`src/rtl/regbank_pkg.sv`:
```
// Shared widths and requester encoding for the register-bank writeback arbiter.
// Latency: none (types and constants only).
// Backpressure: not applicable.
package regbank_pkg;

  // Default register address and data widths.
  localparam int DEF_WIDTH_ADDR = 5;
  localparam int DEF_WIDTH_DATA = 32;

  // Requester index: A is the ALU writeback, B is the load writeback.
  typedef enum logic {
    REQ_A = 1'b0,
    REQ_B = 1'b1
  } reqIdx_t;

  // The requester that gets priority after the given one wins a contended grant.
  function automatic reqIdx_t otherReq(input reqIdx_t r);
    return (r == REQ_A) ? REQ_B : REQ_A;
  endfunction

endpackage

```
`src/rtl/regbank_scoreboard.sv`:
```
// Busy-bit scoreboard with a registered population count of the busy registers.
// Latency: set/clear take effect at the next edge; busy lookups are combinational from the registered bits.
// Backpressure: none; a set and a clear are accepted every cycle, and the set wins on the same address.
module regbank_scoreboard
  import regbank_pkg::*;
#(
  parameter int WIDTH_ADDR_LENGTH = DEF_WIDTH_ADDR,
  parameter int NUM_REG_BANK      = 1 << WIDTH_ADDR_LENGTH
) (
  input  logic                         clk,
  input  logic                         rst,
  input  logic                         setEn,
  input  logic [WIDTH_ADDR_LENGTH-1:0] setAddr,
  input  logic                         clrEn,
  input  logic [WIDTH_ADDR_LENGTH-1:0] clrAddr,
  input  logic [WIDTH_ADDR_LENGTH-1:0] lookA,
  input  logic [WIDTH_ADDR_LENGTH-1:0] lookB,
  output logic                         busyA,
  output logic                         busyB,
  output logic [WIDTH_ADDR_LENGTH:0]   pending
);

  localparam int CW = WIDTH_ADDR_LENGTH + 1;

  logic [NUM_REG_BANK-1:0] busy;
  logic [NUM_REG_BANK-1:0] busyNext;
  logic [CW-1:0]           countNext;

  // Next busy vector: the clear is applied first so a same-cycle set overrides it; register 0 is never busy
  always_comb begin
    busyNext = busy;
    if (clrEn) begin
      busyNext[clrAddr] = 1'b0;
    end
    if (setEn && (setAddr != '0)) begin
      busyNext[setAddr] = 1'b1;
    end
    busyNext[0] = 1'b0;
  end

  // Population count of the next busy vector so the count is registered together with the bits
  always_comb begin
    countNext = '0;
    for (int i = 0; i < NUM_REG_BANK; i++) begin
      countNext = countNext + CW'(busyNext[i]);
    end
  end

  // Busy bits and their count, cleared asynchronously
  always_ff @(posedge clk or posedge rst) begin
    if (rst) begin
      busy    <= '0;
      pending <= '0;
    end else begin
      busy    <= busyNext;
      pending <= countNext;
    end
  end

  assign busyA = busy[lookA];
  assign busyB = busy[lookB];

endmodule

```
`src/rtl/regbank_wb_arbiter.sv`:
```
// Round-robin arbiter of two writeback requesters onto one register-bank write port, with a busy scoreboard.
// Latency: ready is combinational; the write port is registered one cycle after the grant.
// Backpressure: the loser of a contended cycle sees ready low and must hold its request until accepted.
module regbank_wb_arbiter
  import regbank_pkg::*;
#(
  parameter int WIDTH_ADDR_LENGTH = DEF_WIDTH_ADDR,
  parameter int WIDTH_DATA_LENGTH = DEF_WIDTH_DATA,
  parameter int NUM_REG_BANK      = 1 << WIDTH_ADDR_LENGTH
) (
  input  logic                         clk,
  input  logic                         rst,
  input  logic                         ReqAValid,
  input  logic [WIDTH_ADDR_LENGTH-1:0] ReqAAddr,
  input  logic [WIDTH_DATA_LENGTH-1:0] ReqAData,
  output logic                         ReqAReady,
  input  logic                         ReqBValid,
  input  logic [WIDTH_ADDR_LENGTH-1:0] ReqBAddr,
  input  logic [WIDTH_DATA_LENGTH-1:0] ReqBData,
  output logic                         ReqBReady,
  output logic                         RegWEn,
  output logic [WIDTH_ADDR_LENGTH-1:0] AddrD,
  output logic [WIDTH_DATA_LENGTH-1:0] DataD,
  input  logic                         IssueEn,
  input  logic [WIDTH_ADDR_LENGTH-1:0] IssueAddr,
  input  logic [WIDTH_ADDR_LENGTH-1:0] AddrA,
  input  logic [WIDTH_ADDR_LENGTH-1:0] AddrB,
  output logic                         BusyA,
  output logic                         BusyB,
  output logic                         Stall,
  output logic [WIDTH_ADDR_LENGTH:0]   Pending
);

  reqIdx_t                      ptr;
  logic                         contended;
  logic                         grantA;
  logic                         grantB;
  logic                         anyGrant;
  logic                         writeHit;
  logic [WIDTH_ADDR_LENGTH-1:0] grantAddr;
  logic [WIDTH_DATA_LENGTH-1:0] grantData;

  // Round-robin grant: a lone valid wins outright, the pointer side wins contention; nothing is granted in reset
  always_comb begin
    contended = ReqAValid & ReqBValid;
    grantA    = 1'b0;
    grantB    = 1'b0;
    if (!rst) begin
      if (contended) begin
        grantA = (ptr == REQ_A);
        grantB = (ptr == REQ_B);
      end else begin
        grantA = ReqAValid;
        grantB = ReqBValid;
      end
    end
  end

  // Steer the winning request onto the write path; register 0 is a sink that completes but never writes
  always_comb begin
    grantAddr = grantB ? ReqBAddr : ReqAAddr;
    grantData = grantB ? ReqBData : ReqAData;
    anyGrant  = grantA | grantB;
    writeHit  = anyGrant & (grantAddr != '0);
  end

  assign ReqAReady = grantA;
  assign ReqBReady = grantB;

  // Priority pointer flips only after a contended grant, handing priority to the side that lost
  always_ff @(posedge clk or posedge rst) begin
    if (rst) begin
      ptr <= REQ_A;
    end else if (contended) begin
      ptr <= otherReq(ptr);
    end
  end

  // Write port: a one-cycle enable pulse per granted write, address/data held between writes
  always_ff @(posedge clk or posedge rst) begin
    if (rst) begin
      RegWEn <= 1'b0;
      AddrD  <= '0;
      DataD  <= '0;
    end else begin
      RegWEn <= writeHit;
      if (writeHit) begin
        AddrD <= grantAddr;
        DataD <= grantData;
      end
    end
  end

  // Issue marks the destination busy; a grant retires its address at the same edge as the write
  regbank_scoreboard #(
    .WIDTH_ADDR_LENGTH (WIDTH_ADDR_LENGTH),
    .NUM_REG_BANK      (NUM_REG_BANK)
  ) uScoreboard (
    .clk     (clk),
    .rst     (rst),
    .setEn   (IssueEn & ~rst),
    .setAddr (IssueAddr),
    .clrEn   (anyGrant),
    .clrAddr (grantAddr),
    .lookA   (AddrA),
    .lookB   (AddrB),
    .busyA   (BusyA),
    .busyB   (BusyB),
    .pending (Pending)
  );

  assign Stall = BusyA | BusyB;

endmodule

```
`config.mk`:
```
export PLATFORM = sky130hd
export DESIGN_NAME = regbank_wb_arbiter
export DESIGN_NICKNAME = d
export VERILOG_FILES = /design/src/rtl/regbank_pkg.sv /design/src/rtl/regbank_scoreboard.sv /design/src/rtl/regbank_wb_arbiter.sv
export SDC_FILE = /design/constraint.sdc
export NUM_CORES = 1
export LEC_CHECK = 0
export CAP_MARGIN = 20
export CORE_MARGIN = 10
export CORE_UTILIZATION = 49
export DETAILED_ROUTE_END_ITERATION = 16
export HOLD_SLACK_MARGIN = 0.15
export PLACE_DENSITY = 0.82
export RECOVER_POWER = 50
export SETUP_SLACK_MARGIN = 0.05
export SYNTH_ARGS = -nofsm -noshare
export SYNTH_HDL_FRONTEND = slang
export SYNTH_SLANG_ARGS = --single-unit
```
`constraint.sdc`:
```
create_clock -name clk -period 8.17 [get_ports clk]
set_input_delay 1.2255 -clock clk [delete_from_list [all_inputs] [get_ports clk]]
set_output_delay 1.2255 -clock clk [all_outputs]
set_load 0.02 [all_outputs]
```
==> impl_results.md, run 1 <==
- Status: finished, violations left
- Violated checks: max-capacitance violations, max-slew violations
- Main flop type after synthesis: dfrtp_1
- DRC: 0
- Total die area: approximately 15,000 um^2
- CTS Sinks: 76
- Drt pass-1 iters: 5
- Distinct cells, synth: 48
- Clock slew at reported path FFs: about 80 ps
- Setup TNS: 0 ps
- Layout cells sized above 1: 16.9%
- Antenna violations before repair: 0
- Synth Area in Adders: about 11%
- Buf/Inv on CP: 5
- Skew-Pair Late Insertion Delay: between 300 and 400 ps
- Simple-gate share of the synthesized area: under 10%
- Num CTS Buffers: 9
- Initial Utilization: between 40% and 50%
- P_sw: 0.00116 W
- DP Wirelength: 12,500 um
- Final Cycle Share: 90.6%
- Share of the synthesized area in the top cell type: 37.5%
- Max transition margin: -129%
- Final min period: 7410 ps
- Sequential power share: 20.6%
- Via count: between 4,000 and 5,000
- Clk_skew: 14.5 ps
- Area contributors post-synth: dfrtp_1 37%, mux2_2 14%, fa_1 9.1%
- Synth area leader: dfrtp_1
- Met1 Use GR: 25.9%
- Final Util: 67.1%
- Final setup violation count: 0
- Largest family of logic cells by synthesized area: multiplexers
- Core area: 10,200 um^2
- Mapped Avg Cell Area: 11.2 um^2
- Internal: 0.00151 W
- Vias in the first global route: 4,472
- GPL Wtd Cong: approximately 0.93
- Number of diodes: 0
- Compound-Gate Fraction of Synth Area: 15.5%
- Comb power frac: 68.8%
- Mapped Nets: 577
- Post-synthesis xor/xnor area fraction: 0.691%
- Final Max Tran Viols: between 60 and 70
- CTS H-tree depth: 3
- Die extent in x: between 100 and 150 um
- Worst setup EP type: register
- Largest net degree at the start of global routing: 67
- Mapped Cells: 451
- Grt met2 use: 34.9%
- Least-Margin Pin Slew: 3440 ps
- Net count reported at finish: 720
- P_leak: 2.88 nW
- Gr busiest metal: met2
- Mapped Area: 5070 um^2
- Hold crit path type: register to register
- Routed Wire Length: around 15,000 um
- Maximum vdd drop: 1.09 mV
- Clock power frac: 10.6%
- Number of port buffers: 142
- Routed Antenna Nets: 0
- Setup Buffers After CTS: 0
- Total of max-cap violations: 1
- Vias per Instance: between 5 and 6
- Setup Crit Path Kind: input port to register
- Crit path max fanout: 18
- Post-synth EDFFs: 0
- Slowest stage delay, CP: 590 ps
- Flops & latches, synth: 76
- Top cells by count, synth: 76 x dfrtp_1, 62 x mux2_2, 33 x inv_1, 27 x o31ai_1, 26 x o21ai_0
- RSZ-0062 raised after global routing: false
- Top-count cell post-synth: dfrtp_1
- Die height: 122 um
- Post-cts sizing count: 0
- CTS hold repair buffers: 0
- Pwr dens: 392 nW/um^2
- First-pass GRT wire length: 24,400 um
- Sequential area share after synthesis: 37.5%
- IO Pins: roughly 140
- CTS Buffer Depth: 2
- Routing usage on met3: under 10%
- Area growth, synth to finish: 34.6%
- Critical path's slowest cell: dlygate4sd3_1
- Largest delay share family, worst path: adder cells
- Net Sw Frac: 43.6%
- Initial DRC Count: 245
- CP Launch Type: input port
- Critical path data arrival time: between 7000 and 8000 ps
- Most frequent cell on the critical path: fa_1
- Wire per inst: 20.6 um
- Synthesis warning total: 0
- Gr ovfl total: 0
- Hold Fails Final Rpt: 0
- Num rows: 37
- Clock root cell: clkbuf_8
- CTS tree: built
- Gr usage total: 20.7%
- Fmax: 135 MHz
- Critical path cell sequence: dlygate4sd3_1 -> and2b_2 -> nand2_4 -> mux2_4 -> o31ai_1 -> o21ai_0 -> ha_1 -> inv_1 -> fa_1 -> fa_1 -> inv_1 -> fa_1 -> fa_1 -> fa_1 -> inv_1 -> fa_1 -> inv_1 -> ha_1 -> a21o_1 -> a21oi_1 -> nor2b_1 -> o21a_1
- Multiplexer area fraction after synthesis: 22.3%
- WP data required: 8400 ps
- Async SR Flop Fraction: 100%
==> stage by stage <==
| step | worst slack, ps | hold WS, ps | std cells | power, W | area [um^2] |
|---|---|---|---|---|---|
| 4_1_cts | 778 | 503 | 735 | 0.00274 | 6840 |
| 3_5_place_dp | 428 | 480 | 719 | 0.00242 | 6650 |
| 3_3_place_gp | 642 | 476 | 719 | 0.00235 | 6650 |
| 5_1_grt | 329 | 512 | 735 | 0.00304 | 6830 |
| 2_1_floorplan | 809 | 478 | 451 | 0.00190 | 5080 |
| 6_report | 765 | 490 | 735 | 0.00267 | 6830 |
==> final cells by class <==
cell class | instances | area, um^2
Clock inverter | 5 | 60.1
Multi-Input combinational cell | 321 | 2940
Tap cell | 136 | 170
Inverter | 33 | 125
Clock buffer | 11 | 131
Timing Repair Buffer | 153 | 1500
Sequential cell | 76 | 1900
Fill cell | 801 | 3350
==> worst reg2reg max path: stages (launching register included) <==
cell      delay (ps)
dfrtp_1          430
nand2b_1         250
nand2_4          170
mux2_4           410
o31ai_1          300
o21ai_0          180
ha_1             320
inv_1             70
fa_1             440
fa_1             520
inv_1             50
fa_1             430
fa_1             500
fa_1             560
inv_1             60
fa_1             590
inv_1             60
ha_1             290
a21o_1           180
a21oi_1          200
nor2b_1           80
o21a_1           170
==> power by group through the flow <==
stage / clock network, W / logic, W / registers, W
3_5_place_dp: 0 / 0.00186 / 0.000558
2_1_floorplan: 0 / 0.00130 / 0.000598
6_report: 0.000284 / 0.00184 / 0.000552
3_3_place_gp: 0 / 0.00179 / 0.000553
5_1_grt: 0.000305 / 0.00217 / 0.000562
4_1_cts: 0.000289 / 0.00190 / 0.000551
==> state kept, by name, summed over array words and instances (netlist names) <==
signal and cells:
AddrD 5, DataD 32, RegWEn 1, ptr 1, uScoreboard.busy 31, uScoreboard.pending 6
==> final timing paths <==
check	start	to	slack (ps)	cells past startpoint
min	AddrD[4]	AddrD[4]	490	1
max	rst	uScoreboard.pending[5]	760	22
max reg2reg	ptr	uScoreboard.pending[5]	1800	21
max in group asynchronous	rst	uScoreboard.busy[6]	3260	3
min in group asynchronous	rst	RegWEn	1330	2
min reg2reg	AddrD[4]	AddrD[4]	490	1
==> cells by family after synthesis <==
group / count (synthesis)
compound gates: 112
xor+xnor: 4
fa+ha+maj: 32
buf+inv: 54
flops: 76
mux: 97
simple gates: 76
==> placed cells by master (no fill, tap or decap), types with 10 or more instances in the layout <==
master,instances
inv_1,32
dfrtp_1,76
nand2_1,16
fa_1,23
mux2i_1,24
o21ai_0,26
buf_4,10
clkdlybuf4s50_1,117
o21a_1,15
dlygate4sd3_1,25
nand3_1,14
mux2_2,62
o31ai_1,27
==> layer usage <==
metal,vias to the layer above,part of all wire [%]
met1,2056,39
met2,178,52
met3,23,7.4
met5,-,0
met4,0,1.7
li1,1956,-
Power figures use the tool's default switching activity.
==> inputs of run 2 (changes only) <==
--- a/config.mk
+++ b/config.mk
@@ -7,12 +7,13 @@
 export LEC_CHECK = 0
 export CAP_MARGIN = 20
 export CORE_MARGIN = 10
-export CORE_UTILIZATION = 49
+export CORE_UTILIZATION = 48
 export DETAILED_ROUTE_END_ITERATION = 16
 export HOLD_SLACK_MARGIN = 0.15
-export PLACE_DENSITY = 0.82
+export PLACE_DENSITY = 0.81
 export RECOVER_POWER = 50
 export SETUP_SLACK_MARGIN = 0.05
 export SYNTH_ARGS = -nofsm -noshare
 export SYNTH_HDL_FRONTEND = slang
+export SYNTH_HIERARCHICAL = 1
 export SYNTH_SLANG_ARGS = --single-unit
==> impl_results.md, run 2 <==
- Largest Register: DataD
- Hold crit path type: register to register
- Most frequent cells in the layout: 119 x clkdlybuf4s50_1, 76 x dfrtp_1, 64 x o21ai_0
- Sequential area share after synthesis: around two fifths
- Mapped Cells: 419
- Num rows: 36
- Total of max-cap violations: 1
- Max transition margin: -34.8%
- Comb power frac: 68.4%
- Synthesis warning total: 6
- Commonest non-fill, non-tap cell in the layout: clkdlybuf4s50_1
- Status: finished, violations left
- R2r worst-path depth: 21
- Antenna violations before repair: 0
- Clock root cell: clkbuf_8
- Slowest stage delay, CP: 600 ps
- Initial Utilization: between 40% and 50%
- Largest delay share family, worst path: adder cells
- Layout cells sized above 1: 19.2%
- Initial DRC Count: 346
- CTS Buffer Depth: 2
- Largest net degree at the start of global routing: 38
- WL met1: 5570 um
- Vias in the first global route: between 4,000 and 5,000
- Clock slew at reported path FFs: 80 ps
- Setup Crit Path Kind: input port to register
- DRC: 0
- Routed Wire Length: 14,400 um
- Violated checks: max-capacitance violations, max-slew violations
- Top-count cell post-synth: dfrtp_1
- IO Pins: 143
- Share of the synthesized area in the top cell type: 38.6%
- Post-synth EDFFs: 0
- Distinct cells, synth: 41
- Mapped Area: 4930 um^2
- Area growth, synth to finish: 35.8%
- Final setup violation count: 0
- Net Sw Frac: 43.7%
- Maximum vdd drop: 0.504 mV
- Die height: 121 um
- Sequential power share: 20.4%
- Final min period: 7840 ps
- CTS H-tree depth: 3
- Flops & latches, synth: 76
- Final Cycle Share: between 90% and 100%
- Total die area: ~15,000 um^2
- Core area: 9910 um^2
- Crit. path cell count: 23
- Critical path's slowest cell: fa_1
- Worst R2R Setup Slack: 1330 ps
- Met2 WL: ~7300 um
- Async SR Flop Fraction: 100%
- CTS Sinks: between 70 and 80
- Worst setup EP type: register
- P_sw: 0.00120 W
- Least-Margin Pin Slew: 2020 ps
- RSZ-0062 raised after global routing: false
- Clk_skew: 7.07 ps
- Crit. Startpoint: ReqAValid
- Main flop type after synthesis: dfrtp_1
- Fmax: 127 MHz
- Num CTS Buffers: 9
- Drt pass-1 iters: 5
- Area contributors post-synth: dfrtp_1 39%, fa_1 9.3%, mux2_2 9.1%
- DP Wirelength: about 11,000 um
- Vias per Instance: 5.53
- GPL Wtd Cong: 0.915
- Critical path cell sequence: clkdlybuf4s50_1 -> inv_2 -> o211ai_4 -> buf_4 -> mux2_2 -> or3b_1 -> o21ai_0 -> o21ai_0 -> fa_1 -> fa_1 -> fa_1 -> fa_1 -> fa_1 -> inv_1 -> fa_1 -> inv_1 -> fa_1 -> inv_1 -> fa_1 -> inv_1 -> a21o_1 -> a21oi_1 -> xnor2_1
- RR Endpoint: uScoreboard/pending[4]
- Crit path max fanout: 10
- Top cells by count, synth: 76 x dfrtp_1, 64 x o21ai_0, 40 x mux2_2, 36 x inv_1, 29 x mux2_4
- Via count: 3,913
- CTS hold repair buffers: 0
- Met3 Routed Length: roughly 1200 um
- Die extent in x: about 120 um
- Hold Fails Final Rpt: 0
- Buf/Inv on CP: 7
- Final Max Tran Viols: 38
- P_leak: 2.93 nW
- Most frequent cell on the critical path: fa_1
- Net count reported at finish: 693
- Mapped Nets: 543
- Largest register FFs: 32
- Routed Antenna Nets: 0
- Pwr dens: 409 nW/um^2
- Top Registers: DataD: 32 flops, uScoreboard/busy: 31 flops, uScoreboard/pending: 6 flops
- Number of port buffers: 142
- Synth area leader: dfrtp_1
- Critical path data arrival time: 8130 ps
- Mapped Avg Cell Area: 11.8 um^2
- Skew-Pair Late Insertion Delay: 370 ps
- Setup TNS: 0 ps
- First-pass GRT wire length: 23,400 um
- Wire per inst: approximately 20 um
- Final Util: 67.6%
- Gr usage total: a little over 20%
- WP data required: 8460 ps
- Internal: 0.00154 W
- CP Launch Type: input port
- Critical Path Sink: uScoreboard/pending[4]
- Gr ovfl total: 0
- Uppermost layer routed: met4
- Clock power frac: 11.2%
- CTS tree: built
- Number of diodes: 0
- Reg2reg start: ptr
run 2: cell types whose count changed after synthesis, moves of 7 or more:
cell / previous run / this run
nand2_1: 16 / 5
o21ai_0: 26 / 64
o21a_1: 15 / 5
clkbuf_1: 11 / 3
o31ai_1: 27 / 4
o41ai_1: 7 / 0
mux2_4: 1 / 29
nand3b_1: 0 / 10
mux2_2: 62 / 40
run 2: timing repair:
item / 4_1_cts / 5_1_grt
hold endpoints to repair: 0 / 0
setup endpoints to repair: 0 / 1
resized for setup: 0 / 1
buffers inserted: 0 / 3
run 2: cells by family after synthesis:
family	Yosys count	synth area share [%]
AOI/OAI and AO/OA	97	11.5
and+or+nand+nor	61	7.44
xor gates and xnor gates	4	0.711
muxes	98	25.4
buffers and inverters	53	5.26
DFF	76	38.6
adders and majority gates	30	11.1
run 2: power by group through the flow:
| stage | clock network, W | registers [W] | logic, W |
|---|---|---|---|
| 5_1_grt | 0.000324 | 0.000568 | 0.00216 |
| 6_report | 0.000306 | 0.000558 | 0.00187 |
| 3_3_place_gp | 0 | 0.000560 | 0.00177 |
| 4_1_cts | 0.000311 | 0.000558 | 0.00192 |
| 2_1_floorplan | 0 | 0.000604 | 0.00131 |
| 3_5_place_dp | 0 | 0.000563 | 0.00186 |
run 2: layer usage:
metal | global-route usage (%) | vias to the layer above
li1 | - | 1800
met1 | 23.2 | 1907
met2 | 34.7 | 183
met3 | 5.44 | 23
met4 | 7.97 | 0
met5 | 0 | -
run 2: worst min path at each step:
stage / to / start / depth (start not counted) / slack [ps]
2_1_floorplan: uScoreboard/busy[17] / uScoreboard/busy[17] / 2 / 520
3_3_place_gp: DataD[30] / DataD[30] / 1 / 490
3_5_place_dp: DataD[10] / DataD[10] / 1 / 490
4_1_cts: DataD[15] / DataD[15] / 1 / 520
5_1_grt: DataD[5] / DataD[5] / 1 / 530
6_report: DataD[15] / DataD[15] / 1 / 510
run 2: worst register-to-register path, cell delays in order (launching register included):
cell,delay (ps)
dfrtp_1,440
o211ai_4,330
buf_4,180
mux2_2,410
or3b_1,440
o21ai_0,200
o21ai_0,190
fa_1,600
fa_1,460
fa_1,530
fa_1,550
fa_1,530
inv_1,50
fa_1,490
inv_1,50
fa_1,440
inv_1,110
fa_1,230
inv_1,70
a21o_1,160
a21oi_1,170
xnor2_1,140
run 2: metrics by stage:
step           instance area (um^2)  std cells  hold slack [ps]  worst slack [ps]  total power, W
2_1_floorplan                  4930        419              520               435         0.00192
3_3_place_gp                   6470        688              492               292         0.00233
3_5_place_dp                   6470        688              493              62.4         0.00242
4_1_cts                        6680        704              519               387         0.00279
5_1_grt                        6700        707              531              48.1         0.00305
6_report                       6700        707              508               327         0.00274
run 2: cell type report:
class | count | area, um^2
Clock buffer | 11 | 151
Sequential cell | 76 | 1900
Inverter | 39 | 148
Fill cell | 742 | 3210
Clock inverter | 5 | 58.8
Timing Repair Buffer | 153 | 1500
Multi-Input combinational cell | 290 | 2770
Tap cell | 133 | 166
